==> config.mk <==
export PLATFORM = sky130hd
export DESIGN_NAME = seg7_bank
export DESIGN_NICKNAME = d
export VERILOG_FILES = /design/src/rtl/seg7_pkg.sv /design/src/rtl/seg7_font.sv /design/src/rtl/seg7_bank.sv
export SDC_FILE = /design/constraint.sdc
export NUM_CORES = 1
export LEC_CHECK = 0
export BUFFER_PORTS_ARGS = -buffer_cell sky130_fd_sc_hd__buf_2
export CORE_ASPECT_RATIO = 0.6
export CORE_UTILIZATION = 30
export DETAILED_ROUTE_END_ITERATION = 8
export GPL_TIMING_DRIVEN = 0
export SLEW_MARGIN = 20
export SYNTH_ARGS = -nofsm -noshare
export SYNTH_HDL_FRONTEND = slang
export SYNTH_SLANG_ARGS = --single-unit
==> constraint.sdc <==
create_clock -name clock -period 2.4 [get_ports clock]
set_clock_uncertainty 0.05 [all_clocks]
set_input_delay 0.24 -clock clock [delete_from_list [all_inputs] [get_ports clock]]
set_output_delay 0.24 -clock clock [all_outputs]
set_load 0.05 [all_outputs]
==> src/rtl/seg7_pkg.sv <==
// Shared constants for the 7-segment display bank: modes, controller states, font.
// Latency: none (package only).
// Backpressure: not applicable.
package seg7_pkg;

    localparam logic [1:0] MODE_BLANK = 2'd0;
    localparam logic [1:0] MODE_HEX   = 2'd1;
    localparam logic [1:0] MODE_LZ    = 2'd2;

    typedef enum logic [1:0] {
        ST_IDLE   = 2'd0,
        ST_DECODE = 2'd1,
        ST_COMMIT = 2'd2
    } state_t;

    // Active-high segments {g,f,e,d,c,b,a}; entry n is the glyph for hex digit n.
    localparam logic [15:0][6:0] FONT = {
        7'h71, 7'h79, 7'h5E, 7'h39, 7'h7C, 7'h77, 7'h6F, 7'h7F,
        7'h07, 7'h7D, 7'h6D, 7'h66, 7'h4F, 7'h5B, 7'h06, 7'h3F
    };

endpackage

==> src/rtl/seg7_font.sv <==
// Hex nibble to active-high 7-segment glyph decoder.
// Latency: combinational.
// Backpressure: none.
module seg7_font
    import seg7_pkg::*;
(
    input  logic [3:0] nib,
    output logic [6:0] seg
);

    assign seg = FONT[nib];

endmodule

==> src/rtl/seg7_bank.sv <==
// N-digit 7-segment controller: decodes one digit per cycle into staging, commits atomically, blinks per digit.
// Latency: outputs update DIGITS+1 cycles after an accepted write.
// Backpressure: ready is low while an update is in flight; we is ignored then (no queuing).
module seg7_bank
    import seg7_pkg::*;
#(
    parameter int DIGITS     = 6,
    parameter int CLK_HZ     = 25000000,
    parameter int BLINK_HZ   = 2,
    parameter int ACTIVE_LOW = 1
) (
    input  logic                  clock,
    input  logic                  reset_n,
    input  logic                  we,
    output logic                  ready,
    input  logic [4*DIGITS-1:0]   value,
    input  logic [DIGITS-1:0]     dp_in,
    input  logic [1:0]            mode,
    input  logic [DIGITS-1:0]     blink_mask,
    output logic [7*DIGITS-1:0]   hex_out,
    output logic [DIGITS-1:0]     dp_out
);

    localparam int IDXW   = (DIGITS > 1) ? $clog2(DIGITS) : 1;
    localparam int PERIOD = CLK_HZ / (2 * BLINK_HZ);
    localparam int CNTW   = (PERIOD > 1) ? $clog2(PERIOD) : 1;
    localparam logic [CNTW-1:0] CNT_TC    = CNTW'(PERIOD - 1);
    localparam logic [6:0]      SEG_BLANK = (ACTIVE_LOW != 0) ? 7'h7F : 7'h00;
    localparam logic            DP_BLANK  = (ACTIVE_LOW != 0);

    state_t                    state_q, state_d;
    logic [IDXW-1:0]           idx_q, idx_d;
    logic                      lz_q, lz_d;
    logic [4*DIGITS-1:0]       val_q, val_d;
    logic [DIGITS-1:0]         dpi_q, dpi_d;
    logic [1:0]                mode_q, mode_d;
    logic [DIGITS-1:0]         mask_q, mask_d;
    logic [DIGITS-1:0][6:0]    stg_q, stg_d;
    logic [DIGITS-1:0]         stg_dp_q, stg_dp_d;
    logic [DIGITS-1:0][6:0]    disp_q, disp_d;
    logic [DIGITS-1:0]         disp_dp_q, disp_dp_d;
    logic [DIGITS-1:0]         disp_mask_q, disp_mask_d;
    logic [CNTW-1:0]           cnt_q, cnt_d;
    logic                      phase_q, phase_d;

    logic [3:0]                cur_nib;
    logic [6:0]                font_seg;
    logic                      blank_dig;

    // Single shared decoder, fed by the digit currently being staged.
    assign cur_nib = val_q[{idx_q, 2'b00} +: 4];

    seg7_font u_font (
        .nib (cur_nib),
        .seg (font_seg)
    );

    assign ready = (state_q == ST_IDLE);

    // Controller: latch a write, stage digits from the top down, then commit all at once.
    always_comb begin
        state_d     = state_q;
        idx_d       = idx_q;
        lz_d        = lz_q;
        val_d       = val_q;
        dpi_d       = dpi_q;
        mode_d      = mode_q;
        mask_d      = mask_q;
        stg_d       = stg_q;
        stg_dp_d    = stg_dp_q;
        disp_d      = disp_q;
        disp_dp_d   = disp_dp_q;
        disp_mask_d = disp_mask_q;
        blank_dig   = 1'b0;
        case (state_q)
            ST_IDLE: begin
                if (we) begin
                    val_d   = value;
                    dpi_d   = dp_in;
                    mode_d  = mode;
                    mask_d  = blink_mask;
                    idx_d   = IDXW'(DIGITS - 1);
                    lz_d    = 1'b1;
                    state_d = ST_DECODE;
                end
            end
            ST_DECODE: begin
                // Digit 0 is never suppressed so an all-zero value still shows "0".
                blank_dig = (mode_q == MODE_BLANK) ||
                            ((mode_q == MODE_LZ) && lz_q && (cur_nib == 4'd0) && (idx_q != '0));
                stg_d[idx_q] = blank_dig ? SEG_BLANK
                                         : ((ACTIVE_LOW != 0) ? ~font_seg : font_seg);
                // A suppressed digit still keeps its decimal point.
                stg_dp_d[idx_q] = (mode_q == MODE_BLANK) ? DP_BLANK
                                                         : (dpi_q[idx_q] ^ DP_BLANK);
                if (cur_nib != 4'd0) begin
                    lz_d = 1'b0;
                end
                if (idx_q == '0) begin
                    state_d = ST_COMMIT;
                end else begin
                    idx_d = idx_q - IDXW'(1);
                end
            end
            ST_COMMIT: begin
                disp_d      = stg_q;
                disp_dp_d   = stg_dp_q;
                disp_mask_d = mask_q;
                state_d     = ST_IDLE;
            end
            default: state_d = ST_IDLE;
        endcase
    end

    // Free-running blink timer; phase flips each time the counter wraps.
    always_comb begin
        cnt_d   = cnt_q + CNTW'(1);
        phase_d = phase_q;
        if (cnt_q == CNT_TC) begin
            cnt_d   = '0;
            phase_d = ~phase_q;
        end
    end

    // State, shadow, staging, display and timer registers.
    always_ff @(posedge clock or negedge reset_n) begin
        if (!reset_n) begin
            state_q     <= ST_IDLE;
            idx_q       <= '0;
            lz_q        <= 1'b1;
            val_q       <= '0;
            dpi_q       <= '0;
            mode_q      <= MODE_BLANK;
            mask_q      <= '0;
            stg_q       <= {DIGITS{SEG_BLANK}};
            stg_dp_q    <= {DIGITS{DP_BLANK}};
            disp_q      <= {DIGITS{SEG_BLANK}};
            disp_dp_q   <= {DIGITS{DP_BLANK}};
            disp_mask_q <= '0;
            cnt_q       <= '0;
            phase_q     <= 1'b0;
        end else begin
            state_q     <= state_d;
            idx_q       <= idx_d;
            lz_q        <= lz_d;
            val_q       <= val_d;
            dpi_q       <= dpi_d;
            mode_q      <= mode_d;
            mask_q      <= mask_d;
            stg_q       <= stg_d;
            stg_dp_q    <= stg_dp_d;
            disp_q      <= disp_d;
            disp_dp_q   <= disp_dp_d;
            disp_mask_q <= disp_mask_d;
            cnt_q       <= cnt_d;
            phase_q     <= phase_d;
        end
    end

    // Output stage: blank the blinking digits during the off phase.
    always_comb begin
        hex_out = '0;
        dp_out  = '0;
        for (int k = 0; k < DIGITS; k++) begin
            if (phase_q && disp_mask_q[k]) begin
                hex_out[7*k +: 7] = SEG_BLANK;
                dp_out[k]         = DP_BLANK;
            end else begin
                hex_out[7*k +: 7] = disp_q[k];
                dp_out[k]         = disp_dp_q[k];
            end
        end
    end

endmodule

# Word-level counts from Yosys, hierarchy flattened
# Memories as Yosys holds them, arrays and structs flattened.
# Index checks and enable logic that the tools add are counted.
# W data, S select, Z words.
# totals
ff_bits,170
rom_bits,112
inputBits,41
out_inout_bits,49
elab_cells,97
memories,1
# op_classes
n_addsub,2
n_lt_le_gt_ge,3
n_eq_ne,8
n_shift,1
mux,33
n_bitwise,3
n_reduce_logical,22
# mem_list
memory,depth,word_bits,rd,rd_clocked_by_memory_dff,write_ports,line_no,rtl
(no name shown),16,7,1,0,0,seg7_font.sv:11,assign seg = FONT[nib];
# ops
operator,n
$mux W7,9
$bwmux W42,1
$shiftx A24 B6 Y4,1
$add A23 B1 Y23 const B,1
$eq A23 B23 Y1 const B,1
$mux W23,1
$demux W7 S3,1
$mux W1,11
$logic_and A1 B1 Y1,10
$ne A2 B2 Y1 const B,4
$not A7 Y7,1
$bwmux W6,1
$mux W3,2
$pmux W3 S2,1
$reduce_and A3 Y1,2
$lt A4 B5 Y1 const B,1
$eq A2 B2 Y1 const B,2
$logic_not A2 Y1,2
$logic_not A4 Y1,1
$lt A3 B4 Y1 const B,1
$mux W2,2
$pmux W2 S2,1
$reduce_and A2 Y1,2
$reduce_bool A4 Y1,1
11 further kinds,12

# Logic depth before layout (Yosys ltp)
# Gate-level depths: netlist of run 1.
# logic_depth
depth_word,7
mapped_depth,11
mapped_depth_nobuf,9

# Hierarchy
# From an unflattened synthesis of run 1, not the netlist that was laid out.
# hier_totals
cells_unflattened,627
hier_area_um2,7777.5
# by_module_without_submodules
module,n_inst,cells_each,area_per_inst_um2,seq_area_each_um2
seg7_bank,1,594,7483.4,4375.4
seg7_font,1,33,294.0,0.0

# Worst setup path after synthesis of run 1
# Ideal clock, no wire load.
# synth_path
path_kind,register to register
from,register idx_q[0]
to,register stg_q[0] (netlist name)
setup_ns,0.093
arrival_time_ns,2.450
t_required_ns,2.257
setup_slack_ns,-0.192
stages_incl_launch_ff,11
n_path_buf,2
synth_period_minus_slack_ns,2.592
cell_sequence,dfrtp_1 > buf_2 > buf_2 > mux2_2 > nand2_1 > and3_1 > inv_1 > ha_1 > or4_1 > o31ai_2 > o31ai_1
# synth_between
elab_chain_cells,7
word_cells_on_any_way,16
classes_between,order compare (2); shift (1); mux (5); bitwise (1); reduce/logical (6); memory (1)
# synth_lines
element,line_no,rtl
start: declaration,seg7_bank.sv:32,"logic [IDXW-1:0] idx_q, idx_d;"
start signal: assignment,seg7_bank.sv:144,idx_q <= idx_d;
"parallel branches: the longest is 6 deep, another holds $mem_v2 Z16 W7",n/a,
$bwmux W42 *,seg7_bank.sv:91,stg_d[idx_q] = blank_dig ? SEG_BLANK
end signal: assignment,seg7_bank.sv:135,stg_q <= {DIGITS{SEG_BLANK}};
end signal: assignment,seg7_bank.sv:150,stg_q <= stg_d;
end: declaration,seg7_bank.sv:38,"logic [DIGITS-1:0][6:0] stg_q, stg_d;"
# Mark *: on every way between the ends. The select of a mux whose other input is x is not followed.
# A chain may end at the register's enable or synchronous reset.

# Worst setup path after layout of run 1
# layout_path
from,register idx_q[0]
to,register stg_q[19] (netlist name)
# The elaborated chain is that of the path after synthesis.

==> results of run 1 <==
-- report_power, final --
group	switching, W	internal (W)
clock network	0.00118	0.00152
logic	0.00524	0.00376
registers	0.000683	0.00463
total	0.00710	0.00991
-- worst paths after layout --
kind | from | endpoint
max reg2reg | idx_q[0] | stg_q[19]
max | idx_q[0] | stg_q[19]
min reg2reg | cnt_q[19] | cnt_q[19]
min | dp_in[2] | dpi_q[2]
min in group asynchronous | reset_n | disp_q[30]
max in group asynchronous | reset_n | stg_dp_q[0]
-- sequential cells by signal, summed over array words and instances, names as in the netlist --
| name | flops |
|---|---|
| state_q | 2 |
| mask_q | 6 |
| stg_q | 42 |
| idx_q | 3 |
| stg_dp_q | 6 |
| lz_q | 1 |
| phase_q | 1 |
| cnt_q | 23 |
| disp_mask_q | 6 |
| disp_dp_q | 6 |
| mode_q | 2 |
| dpi_q | 6 |
| disp_q | 42 |
| val_q | 24 |
-- cells in the final DEF, fill, tap and decap left out, types with 4 or more instances in the layout --
master and n:
nand2_1 23, mux2_4 4, buf_1 4, inv_1 11, buf_4 22, xnor2_1 8, ha_1 5, nor3_2 8
a21oi_2 13, clkbuf_1 17, nand3_1 12, nand2b_1 56, and3_1 5, xor2_1 13, and4_1 4, a31oi_4 4
dfstp_2 97, mux2i_1 9, mux2_2 100, o22a_1 6, nor2_1 66, and2_1 4, nand4_1 9, a31oi_1 7
nor2b_1 9, buf_6 10, o31ai_1 5, dfrtp_1 73, dlygate4sd3_1 31, clkbuf_16 19, a21oi_1 15, buf_2 89
-- per-layer routing --
metal	up-vias	share of wire [%]
li1	2622	-
met1	2718	54
met2	129	39
met3	20	5.2
met4	0	1.5
met5	-	0
-- layout make-up --
class                      instances  area (um2)  area share [%]
inverter                          13        48.8           0.469
clock inverter                    10        76.3           0.733
sequential                       170        4380            42.0
timing repair buffer             153        1100            10.6
clock buffer                      22         507            4.87
buffer                            29         161            1.55
tap                              352         440            4.23
multi-input combinational        438        3700            35.5
-- repair_timing --
action	4_1_cts	5_1_grt
hold buffers	31	0
endpoints found under the setup margin	42	53
resized for setup	48	28
buffers inserted	25	7
pin swaps	33	21
hold endpoints to repair	76	0
-- per-stage QoR --
step           setup TNS (ns)  cells
2_1_floorplan        -0.00392    650
3_3_place_gp          -196.85   1091
3_5_place_dp           -20.24   1093
4_1_cts                 -2.98   1180
5_1_grt                 -7.76   1187
6_report                -3.46   1187
-- kinds of logic after synthesis --
family | count (synthesis) | share of synthesized area, %
and+or+nand+nor | 219 | 14.6
AOI/OAI and AO/OA | 72 | 6.74
adders and majority gates | 9 | 1.43
xor gates and xnor gates | 21 | 2.34
buffers and inverters | 42 | 2.26
muxes | 117 | 17.1
DFF | 170 | 55.6
==> impl_metrics.yaml, run 1 <==
critical_path:
  worst-path-stages: 11
  path_cells: "buf_6, buf_8, mux2_4, nand2_4, and3_4, inv_2, ha_4, mux2_4, a221oi_4, buf_6, a21oi_2"
  cp_slowest_cell: "dfrtp_1"
  crit_family: "multiplexers"
  ff2ff_setup_slack_ns: -0.15
  critPathBufInv: 4
  cp_max_fo: 5
  worstPathRequired_ns: 2.70
  ff2ff_path_depth: 11
  critPathKind: "reg2reg"
  crit_arrival_ns: 2.84
  crit_path_max_incr_delay_ns: 0.37
  crit_path_start_kind: "flop"
  cp-end-kind: "flop"
drt:
  ant_nets: 0
  vias: 5489
  vias_per_cell: 4.62
  dr.first_iter.drc_count: 412
  dr.pass1.iters: 5
  drc: 0
  wirelength_um: 19400
  wl_per_cell_um: 16.4
global_routing:
  antenna_found_initial: 0
  use_met1_pct: 23.6
  met2_usage_pct: 19.3
  grt_max_degree: 90
  grt-busiest-layer: "met1"
  grt_pass1_vias: 5242
  globalRouteTotalUtil_pct: 15.0
  grt_pass1_wl_um: 30200
  grt_overflow: 0
  use_met3_pct: 4.20
synth:
  synth_common_cells: "102 x mux2_2, 97 x dfstp_2, 73 x dfrtp_1, 68 x nor2_1, 58 x nand2b_1"
  syn_inst: 650
  synth-seq-area-share_pct: 55.6
  synth_nets: 700
  synth-async-reset-ratio_pct: 100
  synthTopCellsByArea: "dfstp_2 32%, dfrtp_1 23%, mux2_2 15%"
  synth_edf_count: 0
  ys.warnings.count: 0
  synthFlopType: "dfstp_2"
  syn_area_per_cell_um2: 12.1
  post-synth-top-count-cell: "mux2_2"
  synth_top_cell_by_area: "dfstp_2"
  syn_area_um2: 7870
  synth_seq_cells: 170
  synth_cell_type_count: 50
  synth_top_area_share_pct: 32.4
floorplanning:
  dieArea_um2: 26900
  core_um2: 25500
  die_w_um: 211
  die_y_um: 127
  floorplan.initialDensity_pct: 30.9
  num_rows: 45
  io_pins: 90
place:
  placed_area_um2: 8880
  pre_cts_ws_ns: -0.712
  gp_congestion: 0.863
  hpwl_um: 13500
  port_buffers: 89
power:
  peakVddDrop_v: 0.000673
  p_per_area_nw_per_um2: 1630
  finalPower_w: 0.0170
  p_leak_nw: 4.43
clocking:
  h-tree-depth: 4
  numCtsBuffers: 17
  cts.sinks: 170
  cts-root-buf: "clkbuf_16"
  clk_pin_slew_ns: 0.06
  clk_latency_ns: 0.44
  cts_tree: "built"
  clock_path_buffers: 2
sta:
  worst_pin_slew_ns: 1.06
  period_minus_slack_ns: 2.55
  worst_slack_ns: -0.147
  timing.final.crit_share_pct: 106
  setup_violations: 41
  rsz0062_at_grt: "true"
  maxSlewViolCount: 0
  finalHoldWorstSlack_ns: 0.0270
  finalHoldViolCount: 0
  slew_headroom_pct: 29.2
  max_clock_freq_mhz: 393
final_layout:
  n_antenna_cell: 0
  drive_gt1_share_pct: 51.4
  final_nets: 872
  area_growth_pct: 32.2
  post-route-util_pct: 40.8
  final_area_um2: 10400
  fillers: 2423
outcome:
  violations: "setup timing"
  outcome: "finished, violations left"
job:
  cap_violations: 0
worst_hold_path:
  hold_path_depth: 2
  min_path_type: "in2reg"
No activity file was read; power rests on OpenSTA's default activity.
==> run 2: changes to the inputs <==
- clock period: 2.4 -> 2.15 ns (I/O delays scaled with it)
==> run 2 against run 1 <==
The flow still finishes with violations (setup timing). Wire length up 0.33%. Die area unchanged. Cell count unchanged. Register-to-register slack worse by 0.33 ns. Hold slack worse by 0.0037 ns. Count of clock-buffer cells in the layout down 3. Total power up 12%. Worst setup slack worse by 0.33 ns. Via count up 0.98%. Critical endpoint is now stg_q[4].
==> impl_metrics.yaml, run 2 (synthesized netlist as in run 1, its figures left out) <==
global_routing:
  antenna_found_initial: 0
  grt_max_degree: 95
  grt_overflow: 0
  grt_pass1_wl_um: 30600
  globalRouteTotalUtil_pct: 15.0
  grt_pass1_vias: 5279
place:
  port_buffers: 89
  gp_congestion: 0.854
  pre_cts_ws_ns: -0.977
  hpwl_um: 13400
critical_path:
  crit_path_start_kind: "flop"
  worstPathRequired_ns: 2.47
  cp_max_fo: 6
  cp-end-kind: "flop"
  crit_arrival_ns: 2.94
  critPathKind: "reg2reg"
floorplanning:
  num_rows: 45
  core_um2: 25500
  die_y_um: 127
  floorplan.initialDensity_pct: 30.9
  io_pins: 90
  dieArea_um2: 26900
  die_w_um: 211
drt:
  wl_per_cell_um: 16.4
  ant_nets: 0
  wirelength_um: 19500
  vias_per_cell: 4.67
  dr.first_iter.drc_count: 326
  dr.pass1.iters: 5
  vias: 5543
  drc: 0
sta:
  worst_slack_ns: -0.478
  rsz0062_at_grt: "true"
  timing.final.crit_share_pct: 122
  final.setup.tns_ns: -17.00
  slew_headroom_pct: 25.4
  period_minus_slack_ns: 2.63
  worst_pin_slew_ns: 1.11
  max_clock_freq_mhz: 381
  finalHoldViolCount: 0
  maxSlewViolCount: 0
  setup_violations: 43
worst_hold_path:
  min_path_type: "in2reg"
final_layout:
  final_common_cell: "mux2_2"
  drive_gt1_share_pct: 53.4
  largestRegisters: "disp_q (42), stg_q (42), val_q (24)"
  n_antenna_cell: 0
  final_nets: 872
  post-route-util_pct: 40.9
  final_cell_mix: "100 x mux2_2, 97 x dfstp_2, 90 x buf_2"
  area_growth_pct: 32.6
clocking:
  numCtsBuffers: 17
  clock_path_buffers: 2
  cts-root-buf: "clkbuf_16"
  clk_pin_slew_ns: 0.07
  cts.sinks: 170
  h-tree-depth: 4
  clk_latency_ns: 0.43
  cts_tree: "built"
power:
  p_int_w: 0.0110
  peakVddDrop_v: 0.000904
  p_leak_nw: 4.46
  p_switching_w: 0.00802
  p_per_area_nw_per_um2: 1820
  comb_power_share_pct: 53.4
  seq_power_share_pct: 31.3
  clock_power_share_pct: 15.2
  swShare_pct: 42.2
outcome:
  outcome: "finished, violations left"
  violations: "setup timing"
job:
  cap_violations: 0
==> run 2: per-stage QoR <==
| stage | instance area [um2] | std cells | power [W] | hold slack [ns] |
|---|---|---|---|---|
| floorplan | 7930 | 650 | 0.0117 | -0.131 |
| global placement | 8820 | 1091 | 0.0137 | 0.399 |
| detailed placement | 8870 | 1092 | 0.0139 | 0.262 |
| CTS | 10200 | 1182 | 0.0182 | 0.00339 |
| global route | 10400 | 1187 | 0.0200 | 0.00772 |
| finish | 10400 | 1187 | 0.0190 | 0.0233 |
==> run 2: per-layer routing <==
layer  up-vias  track usage, %  routed length, um
li1       2618               -                  -
met1      2772            23.7              10200
met2       133            20.1               8220
met3        20            3.02                968
met4         0            4.39                157
met5         -               0                  0
==> run 2: path summary, 6_finish.rpt <==
kind,slack (ns),endpoint,startpoint,cells after the start
worst max-delay path,-0.48,stg_q[4],idx_q[0],10
worst min-delay path,0.02,mask_q[4],blink_mask[4],2
worst max register to register,-0.48,stg_q[4],idx_q[0],10
worst min register to register,0.43,lz_q,lz_q,2
max in group asynchronous,0.81,lz_q,reset_n,3
min in group asynchronous,0.39,val_q[14],reset_n,2
==> run 2: layout make-up <==
type / instances / area (um2)
Inverter: 13 / 51.3
Clock buffer: 19 / 443
Tap cell: 352 / 440
Fill cell: 2450 / 15100
Timing Repair Buffer: 155 / 1110
Multi-Input combinational cell: 438 / 3730
Clock inverter: 13 / 108
Sequential cell: 170 / 4380
Buffer: 27 / 184
==> run 2: timing repair <==
item,4_1_cts,5_1_grt
endpoints found under the setup margin,79,134
setup buffers,23,7
gates cloned,1,0
endpoints found under the hold margin,57,0
hold buffers,35,0
pin swaps,25,16
gates resized for setup,48,53
==> run 2: power by group through the flow <==
stage	logic [W]	registers [W]	clock network, W
2_1_floorplan	0.00612	0.00563	0
3_3_place_gp	0.00779	0.00596	0
3_5_place_dp	0.00790	0.00599	0
4_1_cts	0.00928	0.00595	0.00296
5_1_grt	0.0108	0.00614	0.00308
6_report	0.0101	0.00595	0.00290
==> run 2: worst max-delay path: stages, from the launching register on <==
cell	delay, ns
dfrtp_1	0.35
buf_6	0.12
mux4_2	0.51
a22oi_2	0.26
ha_2	0.28
nand4_1	0.22
buf_6	0.23
a41oi_2	0.16
o21ai_2	0.09
buf_6	0.17
a21oi_2	0.12
==> run 3: changes to the inputs <==
- BUFFER_PORTS_ARGS: -buffer_cell sky130_fd_sc_hd__buf_2 -> not set
- CTS_CLUSTER_SIZE: not set -> 30
- DONT_BUFFER_PORTS: not set -> 1
==> run 3 against run 2 <==
The flow finishes with violations (hold timing, setup timing). Sequential cell count is the same. Total power is 1.4% lower. Sequential share of layout area increased by 1.3 points. Largest cell class unchanged. Fmax shrank 1.6%. Sequential power increased by 0.7%. Clock power is 6% higher. Largest power group unchanged.
==> impl_metrics.yaml, run 3 (synthesized netlist as in run 1, its figures left out) <==
outcome:
  outcome: "finished, violations left"
  violations: "hold timing, setup timing"
power:
  p_per_area_nw_per_um2: 1850
  finalPower_w: 0.0187
  peakVddDrop_v: 0.000746
  p_leak_nw: 4.10
final_layout:
  final_nets: 786
  n_antenna_cell: 0
  stdcell_count: 1101
  area_growth_pct: 28.5
  final_common_cell: "mux2_2"
  fillers: 2476
  final_area_um2: 10100
  drive_gt1_share_pct: 52.7
  final_cell_mix: "100 x mux2_2, 97 x dfstp_2, 73 x dfrtp_1"
  largestRegisters: "disp_q (42), stg_q (42), val_q (24)"
clocking:
  cts.sinks: 170
  numCtsBuffers: 17
  cts-root-buf: "clkbuf_16"
  clk_latency_ns: 0.43
  clk_pin_slew_ns: 0.07
  cts_tree: "built"
  clock_path_buffers: 2
  h-tree-depth: 4
  cts-hold-fix-buffers: 38
critical_path:
  critPathKind: "reg2reg"
  worst-path-stages: 10
  crit_family: "multiplexers"
  cp_slowest_cell: "mux4_2"
  ff2ff_setup_slack_ns: -0.52
  reg2reg_to: "stg_q[33]"
  worstPathRequired_ns: 2.45
  cp_max_fo: 6
  crit_path_max_incr_delay_ns: 0.52
  ff2ff_path_depth: 10
  cp-startpoint: "idx_q[0]"
  cp-end-kind: "flop"
  crit_path_start_kind: "flop"
  crit_arrival_ns: 2.97
  critPathBufInv: 4
  path_cells: "buf_6, mux4_2, a22oi_2, buf_4, inv_4, ha_4, mux2_4, a221oi_4, buf_12, a21oi_1"
  setup.worst_path.end: "stg_q[33]"
  r2r-start: "idx_q[0]"
job:
  cap_violations: 0
drt:
  dr.first_iter.drc_count: 318
  ant_nets: 0
  vias_per_cell: 4.74
  dr.pass1.iters: 4
  vias: 5216
  wl_per_cell_um: 17.7
  wirelength_um: 19500
  drc: 0
global_routing:
  grt_max_degree: 171
  grt_pass1_wl_um: 30800
  grt_overflow: 0
  grt_pass1_vias: 5237
  globalRouteTotalUtil_pct: 15.2
  antenna_found_initial: 1
sta:
  worst_pin_slew_ns: 0.996
  max_clock_freq_mhz: 374
  slew_headroom_pct: 33.3
  timing.final.crit_share_pct: 124
  final.setup.tns_ns: -17.76
  worst_slack_ns: -0.521
  finalHoldViolCount: 170
  rsz0062_at_grt: "true"
  maxSlewViolCount: 0
  period_minus_slack_ns: 2.67
  finalHoldWorstSlack_ns: -0.515
  setup_violations: 44
place:
  port_buffers: 0
  hpwl_um: 13300
  gp_congestion: 0.810
  placed_cells_incl_taps: 1002
  placed_area_um2: 8380
floorplanning:
  io_pins: 90
  num_rows: 45
  die_y_um: 127
  core_um2: 25500
  dieArea_um2: 26900
  die_w_um: 211
  floorplan.initialDensity_pct: 30.9
worst_hold_path:
  min_path_type: "in2async"
## run 3: repair_timing
item | in CTS | in global routing
setup buffers | 18 | 12
pin swaps | 24 | 22
gates cloned | 1 | 1
resized for setup | 83 | 60
endpoints found under the setup margin | 142 | 72
endpoints found under the hold margin | 208 | 170
## run 3: power by group
part	internal, W	switching (W)
clock network	0.00175	0.00133
logic	0.00403	0.00564
registers	0.00517	0.000814
total	0.0110	0.00778
## run 3: worst min path at each step
stage                 start              to  slack (ns)
floorplan           reset_n        cnt_q[0]       -0.13
detailed placement  reset_n         phase_q       -0.11
finish              reset_n         phase_q       -0.51
global placement    reset_n        val_q[8]       -0.11
CTS                 reset_n       val_q[14]       -0.59
global route        reset_n  disp_mask_q[0]       -0.57
## run 3: metal layers
metal / routed length (um) / GRT usage [%] / share of wire [%]
met4: 185 / 4.48 / 0.95
met1: 10200 / 23.2 / 52
met5: 13 / 0 / 0.067
met2: 8090 / 20.6 / 41
met3: 1050 / 3.93 / 5.4
## run 3: cell type report
cell class / instances / area [um2] / area share [%]
flip-flops and latches: 170 / 4380 / 43.2
multi-input cells: 438 / 3810 / 37.6
repair buffers: 69 / 689 / 6.81
clock buffers: 19 / 443 / 4.38
well taps: 352 / 440 / 4.35
plain buffers: 27 / 174 / 1.72
clock inverters: 13 / 139 / 1.37
inverters: 13 / 51.3 / 0.507
## run 3: metrics by stage
step	util [%]	hold WS, ns	worst slack, ns
6_report	39.7	-0.515	-0.521
5_1_grt	39.7	-0.567	-0.572
4_1_cts	38.5	-0.589	-0.473
3_5_place_dp	32.9	-0.113	-0.971
3_3_place_gp	32.8	-0.114	-0.940
2_1_floorplan	-	-0.131	-0.246
## run 3: worst register-to-register path, stage by stage (launching register included)
cell	delay [ns]
dfrtp_1	0.35
buf_6	0.14
mux4_2	0.52
a22oi_2	0.30
buf_4	0.19
inv_4	0.04
ha_4	0.17
mux2_4	0.28
a221oi_4	0.30
buf_12	0.17
a21oi_1	0.08
